==> src/rtl/knn_feeder.sv <==
// knn_feeder: owns the test/data/result buffers and streams every (test, data)
// pair into the KNN core, capturing one knn_info result per test point.
module knn_feeder #(
  parameter int DATA_W    = 32,
  parameter int NBR_TESTP = 4,
  parameter int NBR_DATAP = 10,
  parameter int DRAIN_CYC = 4
) (
  input  logic              clk,
  input  logic              rst,
  input  logic              en,
  input  logic              wr_en,
  input  logic              wr_sel,
  input  logic [7:0]        wr_addr,
  input  logic [DATA_W-1:0] wr_data,
  input  logic              start,
  output logic              busy,
  output logic              done,
  output logic              clr_o,
  output logic              valid_o,
  output logic              last_o,
  output logic [DATA_W-1:0] A,
  output logic [DATA_W-1:0] B,
  input  logic [7:0]        knn_info,
  input  logic [7:0]        rd_addr,
  output logic [7:0]        rd_data
);

  localparam int TW = (NBR_TESTP > 1) ? $clog2(NBR_TESTP) : 1;
  localparam int DW = (NBR_DATAP > 1) ? $clog2(NBR_DATAP) : 1;
  localparam int KW = (DRAIN_CYC > 1) ? $clog2(DRAIN_CYC) : 1;

  localparam logic [7:0]    TP_LAST = 8'(NBR_TESTP - 1);
  localparam logic [7:0]    DP_LAST = 8'(NBR_DATAP - 1);
  localparam logic [TW-1:0] T_LAST  = TW'(NBR_TESTP - 1);
  localparam logic [DW-1:0] D_LAST  = DW'(NBR_DATAP - 1);
  localparam logic [KW-1:0] K_LAST  = KW'(DRAIN_CYC - 1);

  localparam logic [2:0] S_IDLE   = 3'd0;
  localparam logic [2:0] S_CLEAR  = 3'd1;
  localparam logic [2:0] S_STREAM = 3'd2;
  localparam logic [2:0] S_DRAIN  = 3'd3;
  localparam logic [2:0] S_DONE   = 3'd4;

  logic [2:0]        state;
  logic [DATA_W-1:0] tp  [NBR_TESTP];
  logic [DATA_W-1:0] dp  [NBR_DATAP];
  logic [7:0]        res [NBR_TESTP];
  logic [TW-1:0]     t;
  logic [DW-1:0]     d;
  logic [KW-1:0]     k;
  logic [DW-1:0]     d_nxt;

  assign d_nxt = d + DW'(1);

  // Outputs are registered from the next-state decision, so each output
  // is aligned with the state the FSM occupies during that cycle.
  always_ff @(posedge clk) begin
    if (rst) begin
      state   <= S_IDLE;
      t       <= '0;
      d       <= '0;
      k       <= '0;
      busy    <= 1'b0;
      done    <= 1'b0;
      clr_o   <= 1'b0;
      valid_o <= 1'b0;
      last_o  <= 1'b0;
      A       <= '0;
      B       <= '0;
      // NOTE: the buffers are flops, not RAM macros, so clearing them in reset is legal and required here.
      for (int i = 0; i < NBR_TESTP; i++) begin
        tp[i]  <= '0;
        res[i] <= '0;
      end
      for (int i = 0; i < NBR_DATAP; i++) begin
        dp[i] <= '0;
      end
    end else begin
      if (wr_en && !busy) begin
        if (!wr_sel && (wr_addr <= TP_LAST)) tp[wr_addr[TW-1:0]] <= wr_data;
        if (wr_sel  && (wr_addr <= DP_LAST)) dp[wr_addr[DW-1:0]] <= wr_data;
      end

      // NOTE: pulse defaults use <= like all state here; a later <= in the case below overrides them.
      clr_o   <= 1'b0;
      valid_o <= 1'b0;
      last_o  <= 1'b0;

      if (en) begin
        case (state)
          S_IDLE, S_DONE: begin
            if (start) begin
              state <= S_CLEAR;
              t     <= '0;
              done  <= 1'b0;
              busy  <= 1'b1;
              clr_o <= 1'b1;
            end
          end
          S_CLEAR: begin
            state   <= S_STREAM;
            d       <= '0;
            valid_o <= 1'b1;
            last_o  <= (D_LAST == '0);
            A       <= tp[t];
            B       <= dp[0];
          end
          S_STREAM: begin
            if (d == D_LAST) begin
              state <= S_DRAIN;
              k     <= '0;
            end else begin
              d       <= d_nxt;
              valid_o <= 1'b1;
              last_o  <= (d_nxt == D_LAST);
              B       <= dp[d_nxt];
            end
          end
          S_DRAIN: begin
            if (k == K_LAST) begin
              res[t] <= knn_info;
              if (t == T_LAST) begin
                state <= S_DONE;
                busy  <= 1'b0;
                done  <= 1'b1;
              end else begin
                t     <= t + TW'(1);
                state <= S_CLEAR;
                clr_o <= 1'b1;
              end
            end else begin
              k <= k + KW'(1);
            end
          end
          default: state <= S_IDLE;
        endcase
      end
    end
  end

  assign rd_data = (rd_addr <= TP_LAST) ? res[rd_addr[TW-1:0]] : 8'h00;

endmodule
==> config.mk <==
export PLATFORM = sky130hd
export DESIGN_NAME = knn_feeder
export DESIGN_NICKNAME = d
export VERILOG_FILES = /design/src/rtl/knn_feeder.sv
export SDC_FILE = /design/constraint.sdc
export NUM_CORES = 1
export LEC_CHECK = 0
export CORE_ASPECT_RATIO = 0.6
export CORE_MARGIN = 4
export CORE_UTILIZATION = 55
export DETAILED_ROUTE_END_ITERATION = 6
export PLACE_DENSITY_LB_ADDON = 0.1
export SETUP_SLACK_MARGIN = 0.1
export SYNTH_ARGS = -nofsm -noshare
export SYNTH_HDL_FRONTEND = slang
export SYNTH_SLANG_ARGS = --single-unit
==> constraint.sdc <==
create_clock -name clk -period 6.46 [get_ports clk]
set_input_delay 0.969 -clock clk [delete_from_list [all_inputs] [get_ports clk]]
set_output_delay 0.969 -clock clk [all_outputs]
set_load 0.05 [all_outputs]
==> results of run 1 <==
==> metal layers <==
metal,vias up,global-route usage,part of all wire
met2,783,0.374,0.46
met3,104,0.0472,0.091
met1,9214,0.372,0.43
met5,-,0,0.00016
li1,7958,-,-
met4,2,0.0587,0.020
==> synthesized netlist by cell type (all sizes together) (7+ instances only) <==
master    n
mux2     62
nand2   120
mux4    168
edfxtp  672
a211oi   31
clkbuf  104
nand3    10
nor2    306
dfxtp    80
o21ai    11
and3    108
nor3b     7
and2     97
a21oi    44
a222oi   31
inv      38
buf      38
==> critical path, delay by kind of cell <==
kind	cells	cell delay, ns
and+or+nand+nor	2	1.12
buffers and inverters	2	1.21
==> report_power, final <==
group	switching (W)	internal (W)	leakage (nW)	total (W)
Combinational	0.000540	0.000320	4.43	0.000861
Clock	0.00175	0.00234	1.10	0.00409
Sequential	0.0000720	0.00543	7.80	0.00551
Total	0.00236	0.00810	13.3	0.0105
==> cells by family after synthesis <==
family | after synthesis | share of synthesized area
and+or+nand+nor | 679 | 0.102
muxes | 234 | 0.145
xor gates and xnor gates | 2 | 0.000560
buffers and inverters | 180 | 0.0259
DFF | 752 | 0.696
AOI/OAI and AO/OA | 126 | 0.0284
adders and majority gates | 5 | 0.00200
other | 1 | 0.000120
==> how the worst max path moves through the flow <==
stage               start    endpoint  slack (ns)  cells past startpoint
2_1_floorplan  wr_addr[6]    tp[0][0]        1.71                      4
3_3_place_gp   wr_addr[6]   dp[2][22]        2.11                      8
3_5_place_dp   wr_addr[1]   dp[2][18]        2.08                      8
4_1_cts        rd_addr[7]  rd_data[2]        2.16                      4
5_1_grt        rd_addr[7]  rd_data[3]        1.98                      4
6_report       rd_addr[7]  rd_data[6]        2.19                      4
==> cell type report <==
cell class	instances	share of cell area
inverter	38	0.00392
timing repair buffer	184	0.0474
sequential	752	0.599
antenna	1	0.0000688
clock inverter	35	0.00895
tap	759	0.0261
multi-input combinational	1238	0.261
clock buffer	94	0.0530
==> flip-flops by register name, indices dropped and copies added, names as in the netlist <==
register and count:
A 32, B 32, busy 1, clr_o 1, d 4, done 1, dp 512, k 2
last_o 1, res 32, state 3, t 2, tp 128, valid_o 1
==> through the flow <==
stage / worst slack (ns) / util / std cells / hold slack (ns) / area (um2)
CTS: 2.16 / 0.648 / 3100 / 0.454 / 36400
floorplan: 1.71 / - / 2170 / 0.449 / 32000
global placement: 2.11 / 0.608 / 2971 / 0.444 / 34100
detailed placement: 2.08 / 0.608 / 2971 / 0.446 / 34100
finish: 2.19 / 0.648 / 3101 / 0.455 / 36400
global route: 1.98 / 0.648 / 3100 / 0.479 / 36400
==> results.cfg, run 1 <==
[die]
io-pin-count = 139
die_x_um = 316
dieArea_um2 = 60900
die_y_um = 193
core_um2 = 56100
row_count = 67
start_util = 0.558

[global_route]
antenna_found_initial = 3
grt_use_total = 0.246
grt_pass1_wl_um = 111000
grt_pass1_vias = 18200
grt-ovfl-total = 0
grt_max_degree = 109

[min_path]
worstHoldStart = A[13]
hold_end = A[13]
min_path_type = flip-flop to flip-flop
min_path_cells = 2

[critical_path]
cp.required_ns = 5.49
r2r_slack_ns = 2.71
cp.arrival_ns = 3.30
path_cells = clkdlybuf4s50_1 > nor4_1 > and3_1 > clkdlybuf4s50_1
end_kind = output port
worst_setup_path_start_kind = input port
cp_common_cell = clkdlybuf4s50_1
worst_r2r_endpoint = B[27]
crit_slowest_cell = nor4_1
crit_fanout = 8
crit_type = input port to output port
r2r_start = d[0]
slowest_delay_ns = 0.84
r2r_cells = 7

[route]
wl_per_cell_um = 23.5
routed_wl_um = 72900
drc = 2
viasPerCell = 5.82
antenna_left = 0
first_pass_iters = 7
initialDrtViolationCount = 2012
num_vias = 18100

[yosys]
yosys-top-cells-area = edfxtp_1, mux4_2, dfxtp_1, nor2_1, mux2_2
syn_avg_cell_area_um2 = 15.8
ys_seq_area_frac = 0.696
ys_types = 51
ys_ff_latch = 752
synthArstFlopShare = 0
syn_inst = 1979
yosys.area.top_type = edfxtp_1
synth_top_area_frac = 0.645
synth_warnings = 0
ys.flop_type = edfxtp_1
synth_area_um2 = 31300
synth_edf_count = 672

[power]
peakVddDrop_v = 0.000169
p_per_area_nw_per_um2 = 288
p_leak_nw = 13.3
power_w = 0.0105

[cts]
clk_latency_ns = 0.59
cts_buffer_depth = 3
post_cts_resized = 0
clockRootBuffer = clkbuf_16
clk_pin_slew_worst_paths_ns = 0.06
cts.sinks = 752
cts_tree = built
cts_setup_buffers = 0
htree_levels = 3
numCtsBuffers = 70
cts_hold_buf = 0

[run]
max_cap_viol_count = 0

[timing]
fin_crit_ns = 4.27
slew_headroom = 0.0629
finalHoldViolCount = 0
fmax_mhz = 234
drv_slew = 0
tns_ns = 0
period_share = 0.662
worst_pin_slew_ns = 1.41
clock_skew_ns = 0.0227
setup_violations = 0
grt_setup_unrepaired = no

[place]
gp_congestion = 0.808
dp_hpwl_um = 45500
io_buffers = 138

[final_layout]
area_growth_pct = 16.2
seqCellArea_um2 = 21800
fillCellCount = 4025
layout_commonest_cell = edfxtp_1
multi_input_area_um2 = 9500
final_cell_mix = edfxtp_1, nor2_1, conb_1
nNetsFinal = 2351
drive_gt1_frac = 0.169

[run_status]
outcome = complete, but fails checks
violations = DRC
Note: power is estimated with default switching activity, not from simulation.
==> inputs of run 2 (changes only) <==
Clock period 6.46 ns to 3.83 ns, I/O delays scaled along.
==> results.cfg, run 2 (synthesis gave the netlist of run 1 again) <==
[run_status]
outcome = complete, but fails checks
violations = DRC

[place]
gp_congestion = 0.814
io_buffers = 138
dpl.cell_count = 3003
dp_hpwl_um = 45200

[critical_path]
worst_setup_path_start_kind = input port
crit_slowest_cell = clkdlybuf4s50_1
crit_type = input port to output port
end_kind = output port
cp.required_ns = 3.26
cp_common_cell = clkdlybuf4s50_1
cp.arrival_ns = 2.67
cpLargestDelayFamily = buffers and inverters
path_cells = clkdlybuf4s50_1 > buf_4 > mux4_2 > and3_1 > clkdlybuf4s50_1
timing.critical_path.buf_inv = 3
slowest_delay_ns = 0.70
crit_fanout = 8

[power]
p_leak_nw = 13.5
power_switching_share = 0.223
peakVddDrop_v = 0.000298
power_w = 0.0176
p_comb_frac = 0.086
cell_internal_pwr_w = 0.0137
p_clk_frac = 0.389
p_per_area_nw_per_um2 = 480
seqPwrFrac = 0.526
switching_power_w = 0.00393

[route]
first_pass_iters = 7
drc = 3
num_vias = 18000
routed_wl_um = 71800
initialDrtViolationCount = 2051
wl_per_cell_um = 23.0
viasPerCell = 5.76
antenna_left = 0

[timing]
grt_setup_unrepaired = no
worst_hold_slack_ns = 0.455
finalHoldViolCount = 0
drv_slew = 0
fmax_mhz = 308
fin_crit_ns = 3.25
setup_violations = 0
clock_skew_ns = 0.0144
period_share = 0.848
worst_pin_slew_ns = 0.939
slew_headroom = 0.374

[cts]
cts_buffer_depth = 3
post_cts_resized = 0
cts_tree = built
numCtsBuffers = 71
clockRootBuffer = clkbuf_16
cts.sinks = 752
cts_setup_buffers = 0
clk_pin_slew_worst_paths_ns = 0.06
cts_hold_buf = 0
htree_levels = 3
clk_latency_ns = 0.59

[final_layout]
antenna_cells = 0
area_growth_pct = 17.3
regMostFlops = dp
drive_gt1_frac = 0.179
seqCellArea_um2 = 21800
final_cell_mix = edfxtp_1, nor2_1, conb_1
final_cells = 3126
fillCellCount = 4008
multi_input_area_um2 = 9510
layout_commonest_cell = edfxtp_1
nNetsFinal = 2384
largest_registers = dp (512), tp (128)
largest_reg_flops = 512

[die]
start_util = 0.558
io-pin-count = 139
core_um2 = 56100
row_count = 67
die_x_um = 316
die_y_um = 193
dieArea_um2 = 60900

[min_path]
min_path_type = flip-flop to flip-flop

[global_route]
grt_max_degree = 105
grt_pass1_vias = 18300
grt_use_total = 0.242
grt-ovfl-total = 0
grt_pass1_wl_um = 110000
antenna_found_initial = 3

[run]
max_cap_viol_count = 0
[run 2: changes by cell type in the layout (fill, tap and decap cells not counted), sizes merged]
cell,before,now
buf,47,79
diode,1,0
bufinv,6,5
clkinv,25,14
clkbuf,94,103
inv,42,39
[run 2: tightest hold or removal path, stage by stage (launching register included)]
cell     delay, ns
dfxtp_1       0.31
nand2_1       0.05
a21oi_1       0.05
[run 2: path summary, 6_finish.rpt]
| kind | cells after the start | end | slack, ns | start |
|---|---|---|---|---|
| worst max-delay path | 5 | rd_data[0] | 0.58 | rd_addr[0] |
| worst min-delay path | 2 | A[30] | 0.45 | A[30] |
| worst max register to register | 8 | B[29] | 0.68 | d[1] |
| worst min register to register | 2 | A[30] | 0.45 | A[30] |
[run 2: cell type report]
class | count | area share
tap | 759 | 0.0259
inverter | 38 | 0.00389
timing repair buffer | 216 | 0.0566
multi-input combinational | 1238 | 0.259
clock buffer | 103 | 0.0545
sequential | 752 | 0.594
clock inverter | 20 | 0.00604
[run 2: power groups by stage]
stage                     combinational [W]  clock, W  sequential [W]
after floorplan                    0.000760         0         0.00962
after global placement              0.00149         0         0.00943
after detailed placement            0.00151         0         0.00944
after CTS                           0.00151   0.00697         0.00927
after global routing                0.00161   0.00734         0.00929
final                               0.00151   0.00685         0.00927
[run 2: layer usage]
layer  vias up  share of wire  track usage
li1       8017              -            -
met1      9165           0.42        0.352
met2       730           0.47        0.383
met3       102          0.087       0.0504
met4         2          0.020       0.0545
met5         -        0.00018            0
[run 2: stage by stage]
stage,cell area [um2],util,setup TNS [ns],worst slack [ns]
floorplan,32000,-,-38.87,-0.405
global placement,34500,0.615,0,0.620
detailed placement,34500,0.615,0,0.589
CTS,36700,0.654,0,0.569
global route,36700,0.654,0,0.536
finish,36700,0.654,0,0.581
